===== config.mk =====
export PLATFORM = sky130hd
export DESIGN_NAME = axi_mem_window
export DESIGN_NICKNAME = d
export VERILOG_FILES = /design/src/rtl/axi_mem_window.sv
export SDC_FILE = /design/constraint.sdc
export NUM_CORES = 1
export LEC_CHECK = 0
export ABC_AREA = 1
export BUFFER_PORTS_ARGS = -buffer_cell sky130_fd_sc_hd__buf_2
export CAP_MARGIN = 20
export CORE_AREA = 2 2 227 229
export CTS_BUF_LIST = sky130_fd_sc_hd__clkbuf_8 sky130_fd_sc_hd__clkbuf_16
export DETAILED_ROUTE_END_ITERATION = 7
export DIE_AREA = 0 0 229 231
export GPL_TIMING_DRIVEN = 0
export SYNTH_ARGS = -nofsm -noshare
export SYNTH_HDL_FRONTEND = slang
export SYNTH_SLANG_ARGS = --single-unit

===== constraint.sdc =====
create_clock -name clock -period 4.55 [get_ports clock]
set_input_delay 0.2275 -clock clock [delete_from_list [all_inputs] [get_ports clock]]
set_output_delay 0.2275 -clock clock [all_outputs]
set_load 0.005 [all_outputs]

===== src/rtl/axi_mem_window.sv =====
// axi_mem_window: AXI4 address-window bridge between the Rocket memory master
// and the PS HP slave port. In-window requests are rebased onto WIN_BASE and
// forwarded; out-of-window requests are answered locally with DECERR once all
// forwarded traffic in that direction has drained, so responses stay ordered.
// Optional build macro AXI_MEM_WINDOW_STATS_EN adds four saturating
// forwarded/rejected request counters.
//
// state   | meaning
// WE_IDLE | no rejected write pending
// WE_WAIT | rejected AW taken; waiting for its W burst to drain and wr_out==0
// WE_RESP | presenting DECERR on s_b until accepted
// RE_IDLE | no rejected read pending
// RE_WAIT | rejected AR taken; waiting for rd_out==0
// RE_SEND | emitting len+1 DECERR beats on s_r
module axi_mem_window #(
  parameter int ADDR_W = 32,
  parameter int DATA_W = 64,
  parameter int ID_W = 6,
  parameter int WIN_LOG2 = 28,
  parameter logic [ADDR_W-1:0] WIN_BASE = ADDR_W'(32'h1000_0000),
  parameter int MAX_OUT = 8
) (
  input  logic                clock,
  input  logic                reset_n,
`ifdef AXI_MEM_WINDOW_STATS_EN
  output logic [31:0]         stat_wr_fwd,
  output logic [31:0]         stat_rd_fwd,
  output logic [31:0]         stat_wr_err,
  output logic [31:0]         stat_rd_err,
`endif
  input  logic                s_aw_valid,
  output logic                s_aw_ready,
  input  logic [ADDR_W-1:0]   s_aw_addr,
  input  logic [ID_W-1:0]     s_aw_id,
  input  logic [7:0]          s_aw_len,
  input  logic [2:0]          s_aw_size,
  input  logic [1:0]          s_aw_burst,
  input  logic [3:0]          s_aw_cache,
  input  logic [2:0]          s_aw_prot,
  input  logic [3:0]          s_aw_qos,
  input  logic                s_aw_lock,
  input  logic                s_w_valid,
  output logic                s_w_ready,
  input  logic [DATA_W-1:0]   s_w_data,
  input  logic [DATA_W/8-1:0] s_w_strb,
  input  logic                s_w_last,
  output logic                s_b_valid,
  input  logic                s_b_ready,
  output logic [ID_W-1:0]     s_b_id,
  output logic [1:0]          s_b_resp,
  input  logic                s_ar_valid,
  output logic                s_ar_ready,
  input  logic [ADDR_W-1:0]   s_ar_addr,
  input  logic [ID_W-1:0]     s_ar_id,
  input  logic [7:0]          s_ar_len,
  input  logic [2:0]          s_ar_size,
  input  logic [1:0]          s_ar_burst,
  input  logic [3:0]          s_ar_cache,
  input  logic [2:0]          s_ar_prot,
  input  logic [3:0]          s_ar_qos,
  input  logic                s_ar_lock,
  output logic                s_r_valid,
  input  logic                s_r_ready,
  output logic [ID_W-1:0]     s_r_id,
  output logic [DATA_W-1:0]   s_r_data,
  output logic [1:0]          s_r_resp,
  output logic                s_r_last,
  output logic                m_aw_valid,
  input  logic                m_aw_ready,
  output logic [ADDR_W-1:0]   m_aw_addr,
  output logic [ID_W-1:0]     m_aw_id,
  output logic [7:0]          m_aw_len,
  output logic [2:0]          m_aw_size,
  output logic [1:0]          m_aw_burst,
  output logic [3:0]          m_aw_cache,
  output logic [2:0]          m_aw_prot,
  output logic [3:0]          m_aw_qos,
  output logic                m_aw_lock,
  output logic                m_w_valid,
  input  logic                m_w_ready,
  output logic [DATA_W-1:0]   m_w_data,
  output logic [DATA_W/8-1:0] m_w_strb,
  output logic                m_w_last,
  input  logic                m_b_valid,
  output logic                m_b_ready,
  input  logic [ID_W-1:0]     m_b_id,
  input  logic [1:0]          m_b_resp,
  output logic                m_ar_valid,
  input  logic                m_ar_ready,
  output logic [ADDR_W-1:0]   m_ar_addr,
  output logic [ID_W-1:0]     m_ar_id,
  output logic [7:0]          m_ar_len,
  output logic [2:0]          m_ar_size,
  output logic [1:0]          m_ar_burst,
  output logic [3:0]          m_ar_cache,
  output logic [2:0]          m_ar_prot,
  output logic [3:0]          m_ar_qos,
  output logic                m_ar_lock,
  input  logic                m_r_valid,
  output logic                m_r_ready,
  input  logic [ID_W-1:0]     m_r_id,
  input  logic [DATA_W-1:0]   m_r_data,
  input  logic [1:0]          m_r_resp,
  input  logic                m_r_last
);

  localparam int PTR_W = $clog2(MAX_OUT);
  localparam int CNT_W = PTR_W + 1;

  typedef struct packed {
    logic [ADDR_W-1:0] addr;
    logic [ID_W-1:0]   id;
    logic [7:0]        len;
    logic [2:0]        size;
    logic [1:0]        burst;
    logic [3:0]        cache;
    logic [2:0]        prot;
    logic [3:0]        qos;
    logic              lock;
  } ax_t;

  typedef enum logic [1:0] {WE_IDLE, WE_WAIT, WE_RESP} we_t;
  typedef enum logic [1:0] {RE_IDLE, RE_WAIT, RE_SEND} re_t;

  ax_t aw_q, ar_q;
  logic aw_full, ar_full, ready_en;
  logic [CNT_W-1:0] wr_out, rd_out, wf_cnt;
  logic [PTR_W-1:0] wf_wr, wf_rd;
  logic [MAX_OUT-1:0] wf_mem;
  we_t we_state;
  re_t re_state;
  logic [ID_W-1:0] we_id, re_id;
  logic [7:0] re_len, re_cnt;

  logic aw_hit, ar_hit, aw_fwd_hs, ar_fwd_hs, aw_err_take, ar_err_take;
  logic wf_full, w_fwd, w_err, w_pop, b_hs, r_last_hs, we_resp, re_send;

  assign aw_hit = (aw_q.addr[ADDR_W-1:WIN_LOG2] == '0);
  assign ar_hit = (ar_q.addr[ADDR_W-1:WIN_LOG2] == '0);
  assign wf_full = (wf_cnt == CNT_W'(MAX_OUT));
  assign we_resp = (we_state == WE_RESP);
  assign re_send = (re_state == RE_SEND);

  // Readies stay low in reset and for one cycle after release.
  assign s_aw_ready = ready_en && !aw_full;
  assign s_ar_ready = ready_en && !ar_full;

  assign m_aw_valid = aw_full && aw_hit && (we_state == WE_IDLE) && !wf_full
                      && (wr_out != CNT_W'(MAX_OUT));
  assign aw_err_take = aw_full && !aw_hit && (we_state == WE_IDLE) && !wf_full;
  assign aw_fwd_hs = m_aw_valid && m_aw_ready;
  assign m_ar_valid = ar_full && ar_hit && (re_state == RE_IDLE)
                      && (rd_out != CNT_W'(MAX_OUT));
  assign ar_err_take = ar_full && !ar_hit && (re_state == RE_IDLE);
  assign ar_fwd_hs = m_ar_valid && m_ar_ready;

  // Address is gated so an empty slice shows 0 rather than WIN_BASE.
  assign m_aw_addr  = aw_full ? aw_q.addr + WIN_BASE : '0;
  assign m_aw_id    = aw_q.id;
  assign m_aw_len   = aw_q.len;
  assign m_aw_size  = aw_q.size;
  assign m_aw_burst = aw_q.burst;
  assign m_aw_cache = aw_q.cache;
  assign m_aw_prot  = aw_q.prot;
  assign m_aw_qos   = aw_q.qos;
  assign m_aw_lock  = aw_q.lock;
  assign m_ar_addr  = ar_full ? ar_q.addr + WIN_BASE : '0;
  assign m_ar_id    = ar_q.id;
  assign m_ar_len   = ar_q.len;
  assign m_ar_size  = ar_q.size;
  assign m_ar_burst = ar_q.burst;
  assign m_ar_cache = ar_q.cache;
  assign m_ar_prot  = ar_q.prot;
  assign m_ar_qos   = ar_q.qos;
  assign m_ar_lock  = ar_q.lock;

  // W routing follows the head of the route FIFO: forward or swallow.
  assign w_fwd = (wf_cnt != '0) && wf_mem[wf_rd];
  assign w_err = (wf_cnt != '0) && !wf_mem[wf_rd];
  assign s_w_ready = w_fwd ? m_w_ready : w_err;
  assign m_w_valid = w_fwd && s_w_valid;
  assign m_w_data  = w_fwd ? s_w_data : '0;
  assign m_w_strb  = w_fwd ? s_w_strb : '0;
  assign m_w_last  = w_fwd && s_w_last;
  assign w_pop = s_w_valid && s_w_ready && s_w_last;

  assign s_b_valid = we_resp || m_b_valid;
  assign s_b_id    = we_resp ? we_id : (m_b_valid ? m_b_id : '0);
  assign s_b_resp  = we_resp ? 2'b11 : (m_b_valid ? m_b_resp : 2'b00);
  assign m_b_ready = !we_resp && s_b_ready;
  assign b_hs = m_b_valid && m_b_ready;

  assign s_r_valid = re_send || m_r_valid;
  assign s_r_id    = re_send ? re_id : (m_r_valid ? m_r_id : '0);
  assign s_r_data  = (!re_send && m_r_valid) ? m_r_data : '0;
  assign s_r_resp  = re_send ? 2'b11 : (m_r_valid ? m_r_resp : 2'b00);
  assign s_r_last  = re_send ? (re_cnt == re_len) : (m_r_valid && m_r_last);
  assign m_r_ready = !re_send && s_r_ready;
  assign r_last_hs = m_r_valid && m_r_ready && m_r_last;

  // Request slices: capture when empty, release on forward or rejection.
  always_ff @(posedge clock or negedge reset_n) begin
    if (!reset_n) begin
      ready_en <= 1'b0;
      aw_full <= 1'b0;
      ar_full <= 1'b0;
      aw_q <= '0;
      ar_q <= '0;
    end else begin
      ready_en <= 1'b1;
      if (s_aw_valid && s_aw_ready) begin
        aw_full <= 1'b1;
        aw_q <= {s_aw_addr, s_aw_id, s_aw_len, s_aw_size, s_aw_burst,
                 s_aw_cache, s_aw_prot, s_aw_qos, s_aw_lock};
      end else if (aw_fwd_hs || aw_err_take) begin
        aw_full <= 1'b0;
      end
      if (s_ar_valid && s_ar_ready) begin
        ar_full <= 1'b1;
        ar_q <= {s_ar_addr, s_ar_id, s_ar_len, s_ar_size, s_ar_burst,
                 s_ar_cache, s_ar_prot, s_ar_qos, s_ar_lock};
      end else if (ar_fwd_hs || ar_err_take) begin
        ar_full <= 1'b0;
      end
    end
  end

  // Outstanding forwarded transaction counters per direction.
  always_ff @(posedge clock or negedge reset_n) begin
    if (!reset_n) begin
      wr_out <= '0;
      rd_out <= '0;
    end else begin
      if (aw_fwd_hs && !b_hs) wr_out <= wr_out + 1'b1;
      else if (!aw_fwd_hs && b_hs) wr_out <= wr_out - 1'b1;
      if (ar_fwd_hs && !r_last_hs) rd_out <= rd_out + 1'b1;
      else if (!ar_fwd_hs && r_last_hs) rd_out <= rd_out - 1'b1;
    end
  end

  // W-route FIFO: one bit per accepted AW (1 = forward, 0 = discard).
  always_ff @(posedge clock or negedge reset_n) begin
    if (!reset_n) begin
      wf_mem <= '0;
      wf_wr <= '0;
      wf_rd <= '0;
      wf_cnt <= '0;
    end else begin
      if (aw_fwd_hs || aw_err_take) begin
        wf_mem[wf_wr] <= aw_fwd_hs;
        wf_wr <= wf_wr + 1'b1;
      end
      if (w_pop) wf_rd <= wf_rd + 1'b1;
      if ((aw_fwd_hs || aw_err_take) && !w_pop) wf_cnt <= wf_cnt + 1'b1;
      else if (!(aw_fwd_hs || aw_err_take) && w_pop) wf_cnt <= wf_cnt - 1'b1;
    end
  end

  // Write error FSM: DECERR only after all earlier writes have completed.
  always_ff @(posedge clock or negedge reset_n) begin
    if (!reset_n) begin
      we_state <= WE_IDLE;
      we_id <= '0;
    end else begin
      case (we_state)
        WE_IDLE: if (aw_err_take) begin
          we_id <= aw_q.id;
          we_state <= WE_WAIT;
        end
        WE_WAIT: if (wf_cnt == '0 && wr_out == '0) we_state <= WE_RESP;
        WE_RESP: if (s_b_ready) we_state <= WE_IDLE;
        default: we_state <= WE_IDLE;
      endcase
    end
  end

  // Read error FSM: len+1 zero-data DECERR beats after forwarded reads drain.
  always_ff @(posedge clock or negedge reset_n) begin
    if (!reset_n) begin
      re_state <= RE_IDLE;
      re_id <= '0;
      re_len <= '0;
      re_cnt <= '0;
    end else begin
      case (re_state)
        RE_IDLE: if (ar_err_take) begin
          re_id <= ar_q.id;
          re_len <= ar_q.len;
          re_state <= RE_WAIT;
        end
        RE_WAIT: if (rd_out == '0) begin
          re_cnt <= '0;
          re_state <= RE_SEND;
        end
        RE_SEND: if (s_r_ready) begin
          if (re_cnt == re_len) re_state <= RE_IDLE;
          else re_cnt <= re_cnt + 1'b1;
        end
        default: re_state <= RE_IDLE;
      endcase
    end
  end

`ifdef AXI_MEM_WINDOW_STATS_EN
  // Saturating request statistics.
  always_ff @(posedge clock or negedge reset_n) begin
    if (!reset_n) begin
      stat_wr_fwd <= '0;
      stat_rd_fwd <= '0;
      stat_wr_err <= '0;
      stat_rd_err <= '0;
    end else begin
      if (aw_fwd_hs && stat_wr_fwd != '1) stat_wr_fwd <= stat_wr_fwd + 1'b1;
      if (ar_fwd_hs && stat_rd_fwd != '1) stat_rd_fwd <= stat_rd_fwd + 1'b1;
      if (aw_err_take && stat_wr_err != '1) stat_wr_err <= stat_wr_err + 1'b1;
      if (ar_err_take && stat_rd_err != '1) stat_rd_err <= stat_rd_err + 1'b1;
    end
  end
`endif

endmodule


==> impl_metrics.env <==
export IMPL_period_minus_slack_ns=2.67
export IMPL_p_leak_nw=9.24
export IMPL_nets=2268
export IMPL_drive_above_1_share=0.406
export IMPL_routabilityCongestion=0.965
export IMPL_finalClockSkew_ns=0.00658
export IMPL_layout_common_cells="buf_2, inv_1, nand2_1, nor2_1, dfrtp_1"
export IMPL_slew_viol_final=0
export IMPL_outcome="completed"
export IMPL_hold_viol_final=0
export IMPL_r2r_setup_slack_ns=1.88
export IMPL_finalSetupTns_ns=0
export IMPL_setup_viol=0
export IMPL_first_global_vias=10688
export IMPL_cts_made_buffers=17
export IMPL_yosysWarnings=0
export IMPL_synth_nets=1553
export IMPL_grt_setup_unrepaired="false"
export IMPL_syn_inst=1242
export IMPL_cp_required_ns=4.94
export IMPL_dpl_hpwl_mm=30.3
export IMPL_async_reset_ff_frac=1.00
export IMPL_crit_arrival_ns=3.07
export IMPL_fin_area_um2=15800
export IMPL_routed_via_density=3.95
export IMPL_routed_wl_mm=37.6
export IMPL_port_buffers=580
export IMPL_cts_tree="yes"
export IMPL_final_common_cell="buf_2"
export IMPL_fp_dieH_um=231
export IMPL_hold_buffers=115
export IMPL_coreArea_um2=50700
export IMPL_synth_cell_area_um2=10300
export IMPL_initial_core_util=0.203
export IMPL_cts_clk_slew_worst_paths_ns=0.07
export IMPL_gr_total_overflow=0
export IMPL_critPathLaunchType="flop"
export IMPL_crit_path_end_kind="flop"
export IMPL_row_count=83
export IMPL_clock_path_buffers=2
export IMPL_max_slew_margin=0.506
export IMPL_grt_start_max_net_pins=98
export IMPL_die_area_um2=52900
export IMPL_antenna_found_initial=7
export IMPL_clockRootBuffer="clkbuf_16"
export IMPL_dpl_instance_area_um2=14100
export IMPL_hp_class="input port to flop"
export IMPL_avgSynthCellArea_um2=8.27
export IMPL_num_vias=10495
export IMPL_peakVddDrop_mv=0.342
export IMPL_syn2layout_area_growth_pct=53.7
export IMPL_cts_sinks=187
export IMPL_clk_latency_ns=0.46
export IMPL_fin_crit_sh=0.588
export IMPL_synth_edf_count=0
export IMPL_track_usage=0.140
export IMPL_drt_pass1_iterations=4
export IMPL_num_fill_cells=5362
export IMPL_postCtsSetupRepairBufs=0
export IMPL_crit_fanout=7
export IMPL_wl_per_cell_um=14.2
export IMPL_synth_flop_cell="dfrtp_1"
export IMPL_criticalPathCategory="flop to flop"
export IMPL_cts_resized=0
export IMPL_synth_cell_types=36
export IMPL_maxCapViolCount=0
export IMPL_max_freq_ghz=0.374
export IMPL_first_iter_violations=430
export IMPL_seq_area_frac_synth=0.456
export IMPL_powerDensity_nw_per_um2=569
export IMPL_synth_seq_cells=187
export IMPL_htree_levels=4
export IMPL_grt_pass1_wl_mm=57.5
export IMPL_die_w_um=229
export IMPL_tightest_slew_ns=0.741
export IMPL_ant_nets=0
export IMPL_drcViolationCount=0
export IMPL_ios=582
[through the flow]
| stage | util | std cells | power [mW] | setup slack, ns | hold slack [ns] |
|---|---|---|---|---|---|
| after global placement | 0.277 | 2502 | 7.36 | 0.0262 | 0.444 |
| after detailed placement | 0.278 | 2503 | 7.49 | 1.91 | 0.287 |
| final | 0.312 | 2654 | 8.98 | 1.88 | 0.0291 |
| after global routing | 0.312 | 2653 | 9.76 | 1.64 | 0.00317 |
| after CTS | 0.311 | 2650 | 9.09 | 1.87 | 0.0000692 |
| after floorplan | - | 1242 | 5.46 | 2.26 | -0.0681 |
[critical path, stage by stage (launching register included)]
cell and delay (ns):
dfrtp_1 0.49, inv_2 0.10, or2_0 0.20, nand2_1 0.06, nand3b_1 0.13, nand4_1 0.17
nand3_1 0.17, ha_1 0.27, inv_1 0.11, ha_1 0.25, a21o_1 0.18, a21oi_1 0.16
xor2_1 0.17, nand2_1 0.07, nand2_1 0.06
[cell families (layout without fill, tap and decap cells)]
kind of cell	count (synthesis)	in the layout	share of synthesized area
AO/OA/AOI/OAI	78	78	0.0392
XOR/XNOR	27	27	0.0230
adder cells (fa/ha/maj)	19	19	0.0253
buffers and inverters	364	1092	0.161
flip-flops	187	187	0.456
multiplexers	105	105	0.115
other	1	5	0.000365
AND/OR/NAND/NOR	461	461	0.181
[worst paths after layout]
kind                                            from                       end  cells past startpoint
worst max-delay path            wf_rd[0]$_DFFE_PN0P_     wf_cnt[3]$_DFFE_PN0P_                     14
worst min-delay path                     s_ar_len[4]   m_ar_len[4]$_DFFE_PN0P_                      3
worst max register to register  wf_rd[0]$_DFFE_PN0P_     wf_cnt[3]$_DFFE_PN0P_                     14
worst min register to register  we_id[0]$_DFFE_PN0P_      we_id[0]$_DFFE_PN0P_                      2
max in group asynchronous                    reset_n      ar_q[47]$_DFFE_PN0P_                      3
min in group asynchronous                    reset_n  m_aw_size[0]$_DFFE_PN0P_                      2
[final cells by class]
type	count	area, µm²	area share
inverters	258	968	0.0613
repair buffers	696	4090	0.259
plain buffers	106	681	0.0431
clock buffers	20	467	0.0296
well taps	680	851	0.0539
flip-flops and latches	187	4680	0.296
clock inverters	12	101	0.00642
diodes	4	10.0	0.000634
multi-input cells	691	3940	0.250
[routing by layer]
layer | global-route usage | share of wire | wire, µm | vias up
met5 | 0 | 0.0010 | 39 | -
met4 | 0.0627 | 0.031 | 1150 | 6
li1 | - | - | - | 5093
met2 | 0.241 | 0.49 | 18500 | 388
met3 | 0.0348 | 0.067 | 2530 | 57
met1 | 0.164 | 0.41 | 15400 | 4951
[synthesized netlist by cell type (12+ instances only)]
library cell    n  share of area
inv_1         255          0.093
nand2_1       212          0.077
nor2_1        194          0.071
dfrtp_1       187           0.46
mux2_2         94           0.10
buf_4          63          0.046
nand3_1        34          0.017
o21ai_0        31          0.015
a21oi_1        28          0.014
clkbuf_1       20         0.0073
buf_2          19         0.0093
ha_1           16          0.019
xnor2_1        16          0.014
o21ai_1        12         0.0058
[power breakdown]
part	internal, mW	leakage [nW]	total (mW)	switching (mW)
registers	2.43	2.24	2.99	0.556
logic	2.21	6.73	4.52	2.31
clock network	0.791	0.274	1.47	0.679
[flip-flops by register name (all words and copies together), names as in the netlist, 8 cells and up]
| signal | count |
|---|---|
| ar_q | 32 |
| m_ar_len | 8 |
| re_cnt | 8 |
| m_aw_len | 8 |
| re_len | 8 |
| aw_q | 32 |
| wf_mem | 8 |
Power figures use the tool's default switching activity.
